### src/rtl/io_uart_gpio_pkg.sv
// io_uart_gpio_pkg: register map, STATUS field positions and UART FSM encodings
package io_uart_gpio_pkg;
  localparam logic [7:0] IO_TXDATA  = 8'h00;
  localparam logic [7:0] IO_STATUS  = 8'h04;
  localparam logic [7:0] IO_BAUDDIV = 8'h08;
  localparam logic [7:0] IO_GPIOOUT = 8'h0C;
  localparam logic [7:0] IO_GPIOIN  = 8'h10;
  localparam logic [7:0] IO_CYCLE   = 8'h14;
  localparam int ST_FULL  = 0;
  localparam int ST_EMPTY = 1;
  localparam int ST_BUSY  = 2;
  localparam int ST_OVF   = 3;
  localparam int ST_CNT   = 4;
  localparam logic [1:0] S_IDLE  = 2'd0;
  localparam logic [1:0] S_START = 2'd1;
  localparam logic [1:0] S_DATA  = 2'd2;
  localparam logic [1:0] S_STOP  = 2'd3;
  function automatic logic sel(input logic [7:0] addr, input logic [7:0] off);
    return addr[7:2] == off[7:2];
  endfunction
endpackage

### src/rtl/io_uart_gpio_sync_fifo.sv
// io_uart_gpio_sync_fifo: first-word-fall-through FIFO feeding the UART transmitter
module io_uart_gpio_sync_fifo #(
  parameter int FIFO_DEPTH     = 4,
  parameter int FIFO_DEPTH_LOG = 2,
  parameter int WIDTH          = 8
) (
  input  logic                      clk_i,
  input  logic                      rst_ni,
  input  logic                      push_i,
  input  logic                      pop_i,
  input  logic [WIDTH-1:0]          din_i,
  output logic [WIDTH-1:0]          dout_o,
  output logic                      full_o,
  output logic                      empty_o,
  output logic [FIFO_DEPTH_LOG:0]   count_o
);
  localparam int CW = FIFO_DEPTH_LOG + 1;
  logic [WIDTH-1:0] mem_q [FIFO_DEPTH];
  logic [FIFO_DEPTH_LOG-1:0] wr_q, rd_q;
  logic [CW-1:0] cnt_q;
  assign dout_o  = mem_q[rd_q];
  assign full_o  = cnt_q == CW'(FIFO_DEPTH);
  assign empty_o = cnt_q == '0;
  assign count_o = cnt_q;
  // storage needs no reset: only slots between the pointers are ever observed
  always_ff @(posedge clk_i)
    if (push_i) mem_q[wr_q] <= din_i;
  // pointers wrap naturally because the depth is a power of two
  always_ff @(posedge clk_i or negedge rst_ni)
    if (!rst_ni) begin
      wr_q  <= '0;
      rd_q  <= '0;
      cnt_q <= '0;
    end else begin
      if (push_i) wr_q <= wr_q + FIFO_DEPTH_LOG'(1);
      if (pop_i) rd_q <= rd_q + FIFO_DEPTH_LOG'(1);
      cnt_q <= cnt_q + CW'(push_i) - CW'(pop_i);
    end
endmodule

### src/rtl/io_uart_gpio.sv
// io_uart_gpio: UART transmitter, GPIO and cycle counter on the I/O window
module io_uart_gpio
  import io_uart_gpio_pkg::*;
#(
  parameter int          FIFO_DEPTH     = 4,
  parameter int          FIFO_DEPTH_LOG = 2,
  parameter logic [15:0] BAUDDIV_RESET  = 16'd433
) (
  input  logic        clk,
  input  logic        resetb,
  input  logic [7:0]  io_addr,
  input  logic        io_en,
  input  logic        io_we,
  input  logic [31:0] io_data_write,
  output logic [31:0] io_data_read,
  input  logic [7:0]  gpio_in,
  output logic [7:0]  gpio_out,
  output logic        uart_tx
);
  logic [1:0] state_q, state_d;
  logic [15:0] bcnt_q, bcnt_d, baud_q, baud_d;
  logic [2:0] bit_q, bit_d;
  logic [7:0] shift_q, shift_d, gpio_q, gpio_d, sync1_q, sync2_q, fifo_dout;
  logic tx_q, tx_d, ovf_q, ovf_d;
  logic [31:0] cyc_q, status, rdata;
  logic [FIFO_DEPTH_LOG:0] fifo_cnt;
  logic fifo_full, fifo_empty, pop, push, wr, wr_tx, wr_st;
  logic unused_ok;
  assign wr       = io_en & io_we;
  assign wr_tx    = wr & sel(io_addr, IO_TXDATA);
  assign wr_st    = wr & sel(io_addr, IO_STATUS);
  assign pop      = (state_q == S_IDLE) & ~fifo_empty;
  assign push     = wr_tx & (~fifo_full | pop);
  assign ovf_d    = (ovf_q & ~(wr_st & io_data_write[ST_OVF])) | (wr_tx & fifo_full & ~pop);
  assign baud_d   = (wr & sel(io_addr, IO_BAUDDIV)) ? io_data_write[15:0] : baud_q;
  assign gpio_d   = (wr & sel(io_addr, IO_GPIOOUT)) ? io_data_write[7:0] : gpio_q;
  assign gpio_out = gpio_q;
  assign uart_tx  = tx_q;
  assign unused_ok = ^{io_addr[1:0], io_data_write[31:16]};
  io_uart_gpio_sync_fifo #(
    .FIFO_DEPTH(FIFO_DEPTH),
    .FIFO_DEPTH_LOG(FIFO_DEPTH_LOG),
    .WIDTH(8)
  ) u_fifo (
    .clk_i(clk),
    .rst_ni(resetb),
    .push_i(push),
    .pop_i(pop),
    .din_i(io_data_write[7:0]),
    .dout_o(fifo_dout),
    .full_o(fifo_full),
    .empty_o(fifo_empty),
    .count_o(fifo_cnt)
  );
  // 8N1 framing: every bit holds for BAUDDIV+1 cycles, reloading the divisor at each bit boundary
  always_comb begin
    state_d = state_q;
    bcnt_d  = bcnt_q;
    bit_d   = bit_q;
    shift_d = shift_q;
    tx_d    = tx_q;
    if (state_q == S_IDLE) begin
      if (pop) begin
        state_d = S_START;
        bcnt_d  = baud_q;
        shift_d = fifo_dout;
        tx_d    = 1'b0;
      end
    end else if (bcnt_q != '0) bcnt_d = bcnt_q - 16'd1;
    else begin
      bcnt_d = baud_q;
      case (state_q)
        S_START: begin
          state_d = S_DATA;
          bit_d   = '0;
          tx_d    = shift_q[0];
        end
        S_DATA:
          if (bit_q == 3'd7) begin
            state_d = S_STOP;
            tx_d    = 1'b1;
          end else begin
            bit_d   = bit_q + 3'd1;
            shift_d = shift_q >> 1;
            tx_d    = shift_q[1];
          end
        default: state_d = S_IDLE;
      endcase
    end
  end
  // zero-latency read mux; the bus only samples it while io_en is high
  always_comb begin
    status                 = '0;
    status[ST_FULL]        = fifo_full;
    status[ST_EMPTY]       = fifo_empty;
    status[ST_BUSY]        = state_q != S_IDLE;
    status[ST_OVF]         = ovf_q;
    status[ST_CNT +: 5]    = 5'(fifo_cnt);
    case (io_addr[7:2])
      IO_STATUS[7:2]:  rdata = status;
      IO_BAUDDIV[7:2]: rdata = {16'd0, baud_q};
      IO_GPIOOUT[7:2]: rdata = {24'd0, gpio_q};
      IO_GPIOIN[7:2]:  rdata = {24'd0, sync2_q};
      IO_CYCLE[7:2]:   rdata = cyc_q;
      default:         rdata = '0;
    endcase
    io_data_read = io_en ? rdata : '0;
  end
  // architectural state; reset drives the line idle without waiting for a clock
  always_ff @(posedge clk or negedge resetb)
    if (!resetb) begin
      state_q <= S_IDLE;
      bcnt_q  <= '0;
      bit_q   <= '0;
      shift_q <= '0;
      tx_q    <= 1'b1;
      ovf_q   <= 1'b0;
      baud_q  <= BAUDDIV_RESET;
      gpio_q  <= '0;
      sync1_q <= '0;
      sync2_q <= '0;
      cyc_q   <= '0;
    end else begin
      state_q <= state_d;
      bcnt_q  <= bcnt_d;
      bit_q   <= bit_d;
      shift_q <= shift_d;
      tx_q    <= tx_d;
      ovf_q   <= ovf_d;
      baud_q  <= baud_d;
      gpio_q  <= gpio_d;
      sync1_q <= gpio_in;
      sync2_q <= sync1_q;
      cyc_q   <= cyc_q + 32'd1;
    end
endmodule
### config.mk
export PLATFORM = sky130hd
export DESIGN_NAME = io_uart_gpio
export DESIGN_NICKNAME = d
export VERILOG_FILES = /design/src/rtl/io_uart_gpio_pkg.sv /design/src/rtl/io_uart_gpio_sync_fifo.sv /design/src/rtl/io_uart_gpio.sv
export SDC_FILE = /design/constraint.sdc
export NUM_CORES = 1
export LEC_CHECK = 0
export ABC_CLOCK_PERIOD_IN_PS = 4000
export BUFFER_PORTS_ARGS = -buffer_cell sky130_fd_sc_hd__buf_2
export CAP_MARGIN = 20
export CORE_ASPECT_RATIO = 0.6
export CORE_MARGIN = 3
export CORE_UTILIZATION = 55
export CTS_BUF_LIST = sky130_fd_sc_hd__clkbuf_4
export CTS_CLUSTER_DIAMETER = 150
export DETAILED_ROUTE_END_ITERATION = 16
export GPL_TIMING_DRIVEN = 0
export PLACE_DENSITY = 0.86
export SYNTH_ARGS = -nofsm -noshare
export SYNTH_HDL_FRONTEND = slang
export SYNTH_HIERARCHICAL = 1
export SYNTH_SLANG_ARGS = --single-unit
### constraint.sdc
create_clock -name clk -period 4 [get_ports clk]
set_clock_uncertainty 0.2 [all_clocks]
set_input_delay 0.6 -clock clk [delete_from_list [all_inputs] [get_ports clk]]
set_output_delay 0.6 -clock clk [all_outputs]
set_load 0.05 [all_outputs]
==> results.tsv <==
metric	value	unit
status	completed	
placed wire-length estimate	11.9	mm
Final Hold Viols	0	
Yosys top cell area share	0.387	
met2 Use GR	0.367	
clk root buf	clkbuf_4	
Die H	91.6	µm
chip width	149	µm
power per cell area	519	mW/mm²
vias in the first global route	5169	
Avg Inst Size Synth	12.2	µm²
Post-Syn Area	0.00672	mm²
Die ar.	0.0136	mm²
drt total wl	16.6	mm
Placer Congestion	0.934	
gr busiest metal	met1	
wire length of the first global-routing pass	26.9	mm
io pins	93	
Rows	30	
top cell family by delay on the critical path	buffers and inverters	
clock tree buffer depth	2	
crit path kind	register to register	
WHS Path Cells	2	
setup bufs post-CTS	0	
reg2reg end	u_fifo/count_o[2]	
CP required	4250	ps
# clock sinks	142	
Slew HR	0.243	
Syn Inst Count	550	
Setup WS pre-CTS	490	ps
setup violators final	0	
worst flop-to-flop path startpoint	u_fifo/count_o[2]	
Area Overhead vs Synth	15.0	%
GRT Residual Overflow	0	
number of synthesized flops with an enable pin	32	
Residual DRC	0	
crit path DAT	3850	ps
GRT met1 Usage	0.375	
GRT Util Overall	0.253	
cts bufs inserted	17	
Netlist cell types	66	
Worst R2R Setup Slack	410	ps
drt first pass iters	9	
worst slew pin tran	1120	ps
crit share post-route	0.899	
Setup TNS	0	ps
Final #Nets	721	
fmax	278	MHz
Synth Net Count	618	
Worst setup startpoint	u_fifo/count_o[2]	
hold_sp	io_data_write[13]	
CTS tree	yes	
CP max-delay cell	clkbuf_1	
register area share after synthesis	0.554	
total core area	0.0116	mm²
critical path cell sequence	nor3_1, clkbuf_1, nand2b_1, clkbuf_1, a21oi_1, ha_1, fa_1, xnor2_1, xnor2_1	
CTS clk-pin slew, worst paths	110	ps
overall power	4.01	mW
global routing usage on met3	0.0756	
clk_lat worst skew	530	ps
synthesized flop and latch total	142	
Max Cap Viol	0	
Synth warnings	6	
initial antenna violation count	0	
setup ws final	405	ps
Setup crit start kind	register	
Lkg Pwr	3.37	nW
Synth area leaders	dfrtp_1, edfxtp_1, mux2_2	
Worst setup EP type	register	
H-tree levels	4	
Critical Path Stages	9	
R2R cell count	9	
RSZ-0062 raised after global routing	false	
area leader, netlist	dfrtp_1	
Routed Antenna Nets	0	
Final Slew Violations	0	
Buf/Inv on CP	2	
maximum vdd ir drop	265	µV
fraction of layout cells with a size suffix above 1	0.248	
worst hold path type	input port to register	
predominant post-synthesis flop cell	dfrtp_1	
CP max FO	10	
Post-CTS Resized	0	
largest net degree at the start of global routing	77	
initial DRC count	665	
Async S/R FF share, synth	0.775	
hold-critical path endpoint	baud_q[13]	
CP max stage delay	570	ps
DR vias	5116	
ant diodes	0	
wire length per cell	20.0	µm
Initial Utilization	0.579	
drt via density	6.19	
Port Buffer Count	74	
min Tclk post-route	3590	ps
[layout by cell type (no fill, tap or decap), types with 18 or more instances in the layout]
cell | Yosys | routed
and3_1 | 25 | 25
buf_2 | 6 | 79
clkbuf_1 | 20 | 20
clkbuf_4 | 0 | 19
dfrtp_1 | 104 | 104
edfxtp_1 | 32 | 32
mux2_2 | 25 | 25
nand2_1 | 18 | 18
nand3_1 | 24 | 24
nor2_1 | 21 | 21
xnor2_1 | 28 | 28
[sequential cells by signal, indices dropped and copies added, names as in the netlist, 8 cells and up]
register and flops:
baud_q 16, bcnt_q 16, cyc_q 32, gpio_out 8, shift_q 8, sync1_q 8
sync2_q 8, u_fifo/mem_q 32
[how the worst max path moves through the flow]
stage | slack, ps | end
after floorplan | 720 | io_data_read[7]
after global placement | 570 | u_fifo/count_o[2]
after detailed placement | 490 | io_data_read[7]
after CTS | 480 | io_data_read[7]
after global routing | 220 | u_fifo/count_o[2]
final | 410 | u_fifo/count_o[2]
[metrics by stage]
step | utilization | hold slack (ps) | std cells | cell area, µm²
3_5_place_dp | 0.631 | 140 | 785 | 7320
3_3_place_gp | 0.628 | 133 | 784 | 7290
5_1_grt | 0.666 | 68.3 | 826 | 7720
4_1_cts | 0.666 | 77.5 | 826 | 7720
6_report | 0.666 | 108 | 826 | 7720
2_1_floorplan | - | 104 | 550 | 6720
[layer usage]
metal	wire length, µm	vias to the layer above
met5	0	-
met4	194	0
met3	1560	25
met2	7290	248
met1	7510	2553
li1	-	2290
[where the power goes]
group | switching, mW | internal, mW
sequential | 0.191 | 1.68
combinational | 0.641 | 0.493
clock | 0.507 | 0.502
[kinds of logic (layout without fill, tap and decap cells)]
logic type | Yosys count | after routing | synth area share
buf+inv | 48 | 164 | 0.0313
compound gates | 96 | 96 | 0.112
fa+ha+maj | 16 | 16 | 0.0309
mux | 36 | 36 | 0.0732
xor+xnor | 35 | 35 | 0.0456
flops | 142 | 142 | 0.554
simple gates | 177 | 177 | 0.153
[cell usage after synthesis, types with 4 or more instances]
| cell type | n |
|---|---|
| edfxtp_1 | 32 |
| a222oi_1 | 8 |
| nand4_1 | 13 |
| nor2_1 | 21 |
| or3_1 | 5 |
| nand2_1 | 18 |
| or2_2 | 8 |
| o221ai_1 | 4 |
| mux2_2 | 25 |
| a21oi_1 | 14 |
| xor2_1 | 7 |
| ha_1 | 15 |
| a31oi_1 | 5 |
| or4_1 | 5 |
| nand3_1 | 24 |
| a221o_1 | 6 |
| o21ai_1 | 7 |
| o221a_1 | 7 |
| dfstp_2 | 6 |
| clkbuf_1 | 20 |
| o21ai_0 | 6 |
| inv_1 | 16 |
| mux4_2 | 8 |
| and3_1 | 25 |
| a22oi_1 | 15 |
| dfrtp_1 | 104 |
| nor3_1 | 15 |
| xnor2_1 | 28 |
| and2_1 | 7 |
| and4_1 | 8 |
| nor4_1 | 9 |
| buf_2 | 6 |
[what timing repair did]
item,in CTS,in global routing
endpoints found under the hold margin,41,0
setup endpoints to repair,0,0
hold buffers,9,0
[area by class of cell]
| type | instances | area [µm²] |
|---|---|---|
| fillers | 813 | 3870 |
| repair buffers | 84 | 490 |
| inverters | 17 | 63.8 |
| clock inverters | 13 | 173 |
| multi-input cells | 360 | 2790 |
| flip-flops and latches | 142 | 3720 |
| plain buffers | 31 | 146 |
| clock buffers | 19 | 143 |
| well taps | 160 | 200 |
No activity file was read; power rests on OpenSTA's default activity.
